===== config.mk =====
export PLATFORM = sky130hd
export DESIGN_NAME = user_data_check
export DESIGN_NICKNAME = d
export VERILOG_FILES = /design/src/rtl/user_data_pkg.sv /design/src/rtl/user_sat_cnt.sv /design/src/rtl/user_data_check.sv
export SDC_FILE = /design/constraint.sdc
export NUM_CORES = 1
export LEC_CHECK = 0
export CORE_MARGIN = 8
export CORE_UTILIZATION = 45
export CTS_CLUSTER_SIZE = 28
export DETAILED_ROUTE_END_ITERATION = 8
export GPL_TIMING_DRIVEN = 0
export PLACE_DENSITY = 0.68
export SLEW_MARGIN = 20
export SYNTH_ARGS = -nofsm -noshare
export SYNTH_HDL_FRONTEND = slang
export SYNTH_HIERARCHICAL = 1
export SYNTH_SLANG_ARGS = --single-unit
export TNS_END_PERCENT = 20

===== constraint.sdc =====
create_clock -name i_clk -period 4.2 [get_ports i_clk]
set_input_delay 0.42 -clock i_clk [delete_from_list [all_inputs] [get_ports i_clk]]
set_output_delay 0.42 -clock i_clk [all_outputs]
set_load 0.02 [all_outputs]

===== src/rtl/user_data_pkg.sv =====
// Shared types and constants for the Aurora user-data checker and its TX pattern generator.
package user_data_pkg;

  typedef enum logic [1:0] {
    S_IDLE = 2'd0,
    S_RECV = 2'd1,
    S_DROP = 2'd2
  } chk_state_e;

  // Beats per frame; the TX generator uses the same value.
  localparam int FRAME_LEN_DEF = 100;

  localparam int CNT_W = 16;

endpackage


===== src/rtl/user_sat_cnt.sv =====
// Saturating up-counter with synchronous clear (clear has priority over increment).
module user_sat_cnt
  import user_data_pkg::*;
#(
  parameter int W = CNT_W
) (
  input  logic         i_clk,
  input  logic         i_rst,
  input  logic         clr_i,
  input  logic         inc_i,
  output logic [W-1:0] cnt_o
);

  logic [W-1:0] cnt_q;

  always_ff @(posedge i_clk or posedge i_rst) begin
    if (i_rst) begin
      cnt_q <= '0;
    end else if (clr_i) begin
      cnt_q <= '0;
    end else if (inc_i && (cnt_q != {W{1'b1}})) begin
      cnt_q <= cnt_q + 1'b1;
    end
  end

  assign cnt_o = cnt_q;

endmodule


===== src/rtl/user_data_check.sv =====
// Receive-side checker for the Aurora 8B/10B user interface: verifies the 0,1,2,... per-frame pattern.
// Build option USER_DATA_CHECK_TKEEP_EN: treat any beat with partial tkeep as a data error.
module user_data_check
  import user_data_pkg::*;
#(
  parameter int P_FRAME_LEN   = FRAME_LEN_DEF,
  parameter int P_LOCK_FRAMES = 2
) (
  input  logic             i_clk,
  input  logic             i_rst,
  input  logic             i_clr,
  input  logic [31:0]      s_axi_rx_tdata,
  input  logic [3:0]       s_axi_rx_tkeep,
  input  logic             s_axi_rx_tlast,
  input  logic             s_axi_rx_tvalid,
  output logic             o_data_err,
  output logic             o_len_err,
  output logic             o_frame_ok,
  output logic [CNT_W-1:0] o_frame_cnt,
  output logic [CNT_W-1:0] o_err_cnt,
  output logic             o_link_ok
);

  localparam logic [15:0] LAST_IDX = 16'(P_FRAME_LEN - 1);
  localparam logic [7:0]  LOCK_N   = 8'(P_LOCK_FRAMES);

  chk_state_e  state_q;
  logic [15:0] r_beat_q;
  logic        err_q;
  logic [7:0]  run_q;
  logic        data_err_q;
  logic        len_err_q;
  logic        frame_ok_q;
  logic        link_ok_q;

  logic [15:0] idx_d;
  logic        checking;
  logic        data_bad;
  logic        at_last_idx;
  logic        len_bad;
  logic        frame_end;
  logic        frame_bad;
  logic        frame_good_end;
  logic        frame_bad_end;

`ifndef USER_DATA_CHECK_TKEEP_EN
  logic unused_tkeep;
  assign unused_tkeep = &s_axi_rx_tkeep;
`endif

  // A beat in S_IDLE is always index 0, so a frame can start without an idle gap.
  always_comb begin
    idx_d       = (state_q == S_IDLE) ? 16'd0 : r_beat_q;
    checking    = (state_q != S_DROP);
    data_bad    = checking && (s_axi_rx_tdata != {16'd0, idx_d});
`ifdef USER_DATA_CHECK_TKEEP_EN
    data_bad    = data_bad || (checking && (s_axi_rx_tkeep != 4'b1111));
`endif
    at_last_idx = checking && (idx_d == LAST_IDX);
    len_bad     = (checking && s_axi_rx_tlast && !at_last_idx) ||
                  (at_last_idx && !s_axi_rx_tlast);
    frame_end      = s_axi_rx_tvalid && s_axi_rx_tlast;
    frame_bad      = err_q || data_bad || len_bad;
    frame_good_end = frame_end && !frame_bad;
    frame_bad_end  = frame_end && frame_bad;
  end

  always_ff @(posedge i_clk or posedge i_rst) begin
    if (i_rst) begin
      state_q    <= S_IDLE;
      r_beat_q   <= '0;
      err_q      <= 1'b0;
      run_q      <= '0;
      data_err_q <= 1'b0;
      len_err_q  <= 1'b0;
      frame_ok_q <= 1'b0;
      link_ok_q  <= 1'b0;
    end else begin
      data_err_q <= s_axi_rx_tvalid && data_bad;
      len_err_q  <= s_axi_rx_tvalid && len_bad;
      frame_ok_q <= frame_good_end;

      if (s_axi_rx_tvalid) begin
        case (state_q)
          S_IDLE, S_RECV: begin
            if (s_axi_rx_tlast) begin
              state_q  <= S_IDLE;
              r_beat_q <= '0;
              err_q    <= 1'b0;
            end else if (at_last_idx) begin
              state_q  <= S_DROP;
              err_q    <= 1'b1;
            end else begin
              state_q  <= S_RECV;
              r_beat_q <= idx_d + 16'd1;
              err_q    <= frame_bad;
            end
          end
          S_DROP: begin
            if (s_axi_rx_tlast) begin
              state_q  <= S_IDLE;
              r_beat_q <= '0;
              err_q    <= 1'b0;
            end
          end
          default: begin
            state_q  <= S_IDLE;
            r_beat_q <= '0;
            err_q    <= 1'b0;
          end
        endcase
      end

      // Clear wins over a coincident frame end.
      if (i_clr) begin
        run_q     <= '0;
        link_ok_q <= 1'b0;
      end else if (frame_bad_end) begin
        run_q     <= '0;
        link_ok_q <= 1'b0;
      end else if (frame_good_end) begin
        if (run_q != LOCK_N) begin
          run_q <= run_q + 8'd1;
        end
        if (run_q >= LOCK_N - 8'd1) begin
          link_ok_q <= 1'b1;
        end
      end
    end
  end

  user_sat_cnt #(.W(CNT_W)) u_frame_cnt (
    .i_clk (i_clk),
    .i_rst (i_rst),
    .clr_i (i_clr),
    .inc_i (frame_end),
    .cnt_o (o_frame_cnt)
  );

  user_sat_cnt #(.W(CNT_W)) u_err_cnt (
    .i_clk (i_clk),
    .i_rst (i_rst),
    .clr_i (i_clr),
    .inc_i (frame_bad_end),
    .cnt_o (o_err_cnt)
  );

  assign o_data_err = data_err_q;
  assign o_len_err  = len_err_q;
  assign o_frame_ok = frame_ok_q;
  assign o_link_ok  = link_ok_q;

endmodule


# Yosys cells after proc, flatten, opt, wreduce, memory -nomap -nowiden
# Cells that the tools add are included.
dict set report totals {
  elab_cells 79
  register_bits 63
  in_bits 41
  out_inout_bits 36
}
dict set report classes {
  muxes 25
  addsub 4
  n_lt_le_gt_ge 1
  reduce_logical 29
  n_eq_ne 10
}
# op count
set ops {}
lappend ops {{two-way mux 16 bit} 8}
lappend ops {{adder 16 x 1 -> 16 bit (second input constant)} 3}
lappend ops {{two-way mux 8 bit} 4}
lappend ops {{!= test 16 bit (second input constant)} 2}
lappend ops {{!= test 32 x 16 -> 1 bit} 1}
lappend ops {{case mux 16 bit (2 select lines)} 1}
lappend ops {{equality test 16 x 7 -> 1 bit (second input constant)} 1}
lappend ops {{logical AND 1 bit} 12}
lappend ops {{nonzero test 3 bit} 3}
lappend ops {{adder 8 x 1 -> 8 bit (second input constant)} 1}
lappend ops {{>= comparator 8 x 1 -> 1 bit (second input constant)} 1}
lappend ops {{!= test 8 x 2 -> 1 bit (second input constant)} 1}
lappend ops {{two-way mux 1 bit} 7}
lappend ops {{two-way mux 2 bit} 3}
lappend ops {{AND reduction 2 bit} 3}
lappend ops {{!= test 2 bit (second input constant)} 2}
lappend ops {{case mux 2 bit (2 select lines)} 1}
lappend ops {{nonzero test 2 bit} 2}
lappend ops {{logical NOT 1 bit} 3}
lappend ops {{logical OR 1 bit} 3}
lappend ops {{!= test 3 bit (second input constant)} 1}
lappend ops {{AND reduction 3 bit} 1}
lappend ops {{equality test 2 x 1 -> 1 bit (second input constant)} 1}
lappend ops {{equality test 2 bit (second input constant)} 1}
lappend ops {{3 further kinds} 3}

# Longest topological paths before layout
dict set report depth {
  ltp_word 13
  depth_mapped 14
  ltp_nobuf 11
}

# Modules after synthesis
# The synthesis kept the hierarchy.
# mod cells_each instances area_each_um2
set by_module_without_submodules {}
lappend by_module_without_submodules {user_data_check 266 1 2199.6}
lappend by_module_without_submodules {user_sat_cnt 101 2 932.1}

# Worst setup path before layout
# OpenSTA, ideal clock, no wires.
dict set report synth_path {
  path_type {reg-to-reg}
  start {reg state_q[0]}
  end {reg u_err_cnt.cnt_q[13], in the netlist u_err_cnt/cnt_o[13]}
  t_required_ns 4.122
  t_arrival_ns 3.190
  synth_period_minus_slack_ns 3.267
  n_path_buf 3
  path_stages_with_launch 15
  path_slack_ns 0.933
  path_cell_list {dfrtp_1 -> buf_6 -> or2_2 -> clkbuf_1 -> and2_1 -> ha_1 -> nor4bb_1 -> nand4_1 -> o21ai_0 -> a21oi_1 -> clkbuf_2 -> nand3_1 -> or4_4 -> or4_1 -> a21oi_1}
}
dict set report synth_via {
  elab_chain_cells 11
}
# element line_no
set synth_lines {}
lappend synth_lines {{start, declared} user_data_check.sv:27} ;# chk_state_e state_q;
lappend synth_lines {{start signal, assigned} user_data_check.sv:70} ;# state_q <= S_IDLE;
lappend synth_lines {{start signal, assigned} user_data_check.sv:87} ;# state_q <= S_IDLE;
lappend synth_lines {{start signal, assigned} user_data_check.sv:91} ;# state_q <= S_DROP;
lappend synth_lines {{logical NOT 2 bit} user_data_check.sv:53} ;# idx_d = (state_q == S_IDLE) ? 16'd0 : r_beat_q;
lappend synth_lines {{two-way mux 16 bit} user_data_check.sv:53}
lappend synth_lines {{equality test 16 x 7 -> 1 bit} user_data_check.sv:59} ;# at_last_idx = checking && (idx_d == LAST_IDX);
lappend synth_lines {{logical AND 1 bit} user_data_check.sv:59}
lappend synth_lines {{logical NOT 1 bit} user_data_check.sv:60} ;# len_bad = (checking && s_axi_rx_tlast && !at_last_idx) ||
lappend synth_lines {{logical AND 1 bit} user_data_check.sv:60}
lappend synth_lines {{logical OR 1 bit} user_data_check.sv:60}
lappend synth_lines {{logical OR 1 bit (*)} user_data_check.sv:63} ;# frame_bad = err_q || data_bad || len_bad;
lappend synth_lines {{logical AND 1 bit (*)} user_data_check.sv:65} ;# frame_bad_end = frame_end && frame_bad;
lappend synth_lines {{named net frame_bad_end} user_data_check.sv:44} ;# logic frame_bad_end;
lappend synth_lines {{logical AND 1 bit (*)} user_sat_cnt.sv:21} ;# end else if (inc_i && (cnt_q != {W{1'b1}})) begin
lappend synth_lines {{nonzero test 2 bit (no line) (*)} --}
lappend synth_lines {{end signal, assigned} user_sat_cnt.sv:22} ;# cnt_q <= cnt_q + 1'b1;
lappend synth_lines {{end, declared} user_sat_cnt.sv:14} ;# logic [W-1:0] cnt_q;
# Mark *: on every way through the listed nets, which the timed path passes. The rest lies on a longest branch.
# A chain may end at the register's enable or synchronous reset.

# Worst setup path after layout
# Ends and elaborated chain as after synthesis.

==> metrics <==
fin nets=598; GP Congestion=0.870; final core occ=59.0%; Via Count=3894; H-Tree Depth=3; via/cell ratio=5.87; Resized Gates After CTS=0; FF-to-FF path depth=14; CTS Buffer Depth=2; skew final=0.0134 ns; Ports=a little under 80; Fillers=802; EDFF count, synth=0; routed len/inst=16.1 µm; placed cell count=647; Skew-Pair Late Insertion Delay=about 0.35 ns; Mapped Cells=between 400 and 500; Crit Reg-Reg Endpoint=u_err_cnt/cnt_o[13]; post-CTS setup buffers=0; share of cells above drive strength 1=8.83%; most frequent cells in the layout=clkdlybuf4s50_1 (71), dfrtp_1 (63), nor2_1 (42); Fin. Hold Viols=0; finished layout cell area=5140 µm²; largest net degree at the start of global routing=32; required time worst endpoint=4.47 ns; nature of the critical path endpoint=flip-flop; CTS Root Cell=clkbuf_8; Max-Cap Viols=0; # DRC=0; most common cell after layout, fill and taps aside=clkdlybuf4s50_1; Max FO, Critical Path=10; top cells by area, synth=dfrtp_1 (39%), nor2_1 (3.9%), a21oi_1 (3.8%), o21ai_0 (3.8%), nand2_1 (3.8%); CTS tree=done; reg2reg setup slack=0.41 ns; clock-pin slew on the worst setup and hold paths=0.07 ns; Worst Max-Slew Pin Slew=0.743 ns; die footprint=12300 µm²; Port Buffers=71; GR Overflow Total=0; Achievable Freq=0.264 GHz; initial detailed-routing violation count=180; diode count=0; synthesized area per cell=8.68 µm²; Starting Density=46.6%; Power Total=about 0.0014 W; WHS Path Cells=3; # clock sinks=63; setup TNS=0 ns; synthesized flop and latch total=63; synth unique cells=56; share of the synthesized area in the top cell type=between 30% and 40%; Core Area=between 8000 and 9000 µm²; register area share after synthesis=38.8%; first-pass GRT wire length=18000 µm; Tcrit/Tclk final=roughly nine tenths; Crit Path Category=reg -> reg; status=finished clean; Finished Layout Cells=663; Post-synth ARST share=100%; Worst Hold Path EP=o_data_err; Placed Area=4910 µm²; CTS buffer count=9; final wirelength=around 11000 µm; Register Area=1580 µm²; initial antenna violation count=0; remaining antenna violation count=0; Tmin final=3.79 ns; final setup fails=0; DRT Pass-1 Iters=4; HP Class=in -> reg; synthesis warning total=6; Final Max Slew Viols=0; min-delay src=s_axi_rx_tvalid; relative slew slack=50.0%; worst vdd ir=about 0.00025 V; post-synthesis cell area=4060 µm²; reg2reg start=state_q[0]; Die Wd=between 100 and 150 µm; syn nets=516; GRT Overall Usage=17.2%; hpwl dp=7840 µm; synthesis-to-layout area growth=26.5%; RSZ-0062 raised after global routing=false; worst path arrival time=roughly 4.1 ns; CP startpoint kind=flip-flop; cell taking the most area after synthesis=dfrtp_1; # rows=34; P_leak=1.98 nW; pwr/cell area=about 280 nW/µm²; area of the multi-input gates=2300 µm²; hold buffer count at cts=0; Synth Flop Type=dfrtp_1; vias in the first global route=3755; chip height=between 100 and 150 µm
area by class of cell:
type	count	share of cell area (%)
clock inverter	5	1.56
tap	108	2.63
sequential	63	30.7
timing repair buffer	71	13.8
multi-input combinational	368	44.8
clock buffer	11	2.94
buffer	22	2.51
inverter	15	1.10
stage by stage:
stage,hold slack (ns),worst slack [ns]
2_1_floorplan,0.334,0.933
3_3_place_gp,0.530,0.547
3_5_place_dp,0.544,0.468
4_1_cts,0.490,0.440
5_1_grt,0.526,0.110
6_report,0.506,0.410
flip-flops by register name, summed over array words and instances, names as in the netlist:
signal / count
err_q: 1
o_data_err: 1
o_frame_ok: 1
o_len_err: 1
o_link_ok: 1
r_beat_q: 16
run_q: 8
state_q: 2
u_err_cnt/cnt_o: 16
u_frame_cnt/cnt_o: 16
metal layers:
layer  routed length, µm  up-vias  global-route usage [%]
met5                   0        -                       0
met2                5130       97                    27.2
met4                  95        0                    4.53
met3                 651       15                    6.01
met1                4770     1856                    21.8
li1                    -     1926                       -
cells in the mapped netlist (13+ instances only):
cell type and instances:
nand2_1 41, nand3_1 27, or4_1 13, o31ai_1 13
nor4_1 14, o21ai_0 31, inv_1 14, a21oi_1 31
nor2_1 42, dfrtp_1 63
cell families (layout without fill, tap and decap cells):
group,Yosys count,in the layout,synth area share (%)
AOI/OAI and AO/OA,115,115,18.3
xor gates and xnor gates,17,17,3.66
adders and majority gates,7,7,2.16
buffers and inverters,37,124,4.56
DFF,63,63,38.8
muxes,6,6,1.60
and+or+nand+nor,223,223,31.0
how the worst max path moves through the flow:
stage / startpoint / endpoint / slack (ns) / cells past startpoint
after floorplan: state_q[0] / u_err_cnt/cnt_o[13] / 0.93 / 14
after global placement: state_q[0] / u_err_cnt/cnt_o[13] / 0.55 / 14
after detailed placement: state_q[0] / u_err_cnt/cnt_o[13] / 0.47 / 14
after CTS: state_q[0] / u_err_cnt/cnt_o[13] / 0.44 / 14
after global routing: state_q[0] / u_err_cnt/cnt_o[13] / 0.11 / 14
final: state_q[0] / u_err_cnt/cnt_o[13] / 0.41 / 14
report_power, final:
group,switching (W),internal [W]
Clock,0.000250,0.000366
Combinational,0.000101,0.0000793
Sequential,0.0000125,0.000618
Total,0.000363,0.00106
worst max-delay path, cell delays in order, from the launching register on:
cell      delay (ns)
dfrtp_1         0.38
buf_6           0.15
or2_2           0.29
clkbuf_1        0.21
and2_1          0.22
ha_1            0.21
nor4bb_1        0.15
nand4_1         0.24
o21ai_0         0.12
a21oi_1         0.18
clkbuf_2        0.23
nand3_1         0.24
or4_4           0.52
or4_1           0.41
a21oi_1         0.15
(Power assumes the default switching activity.)
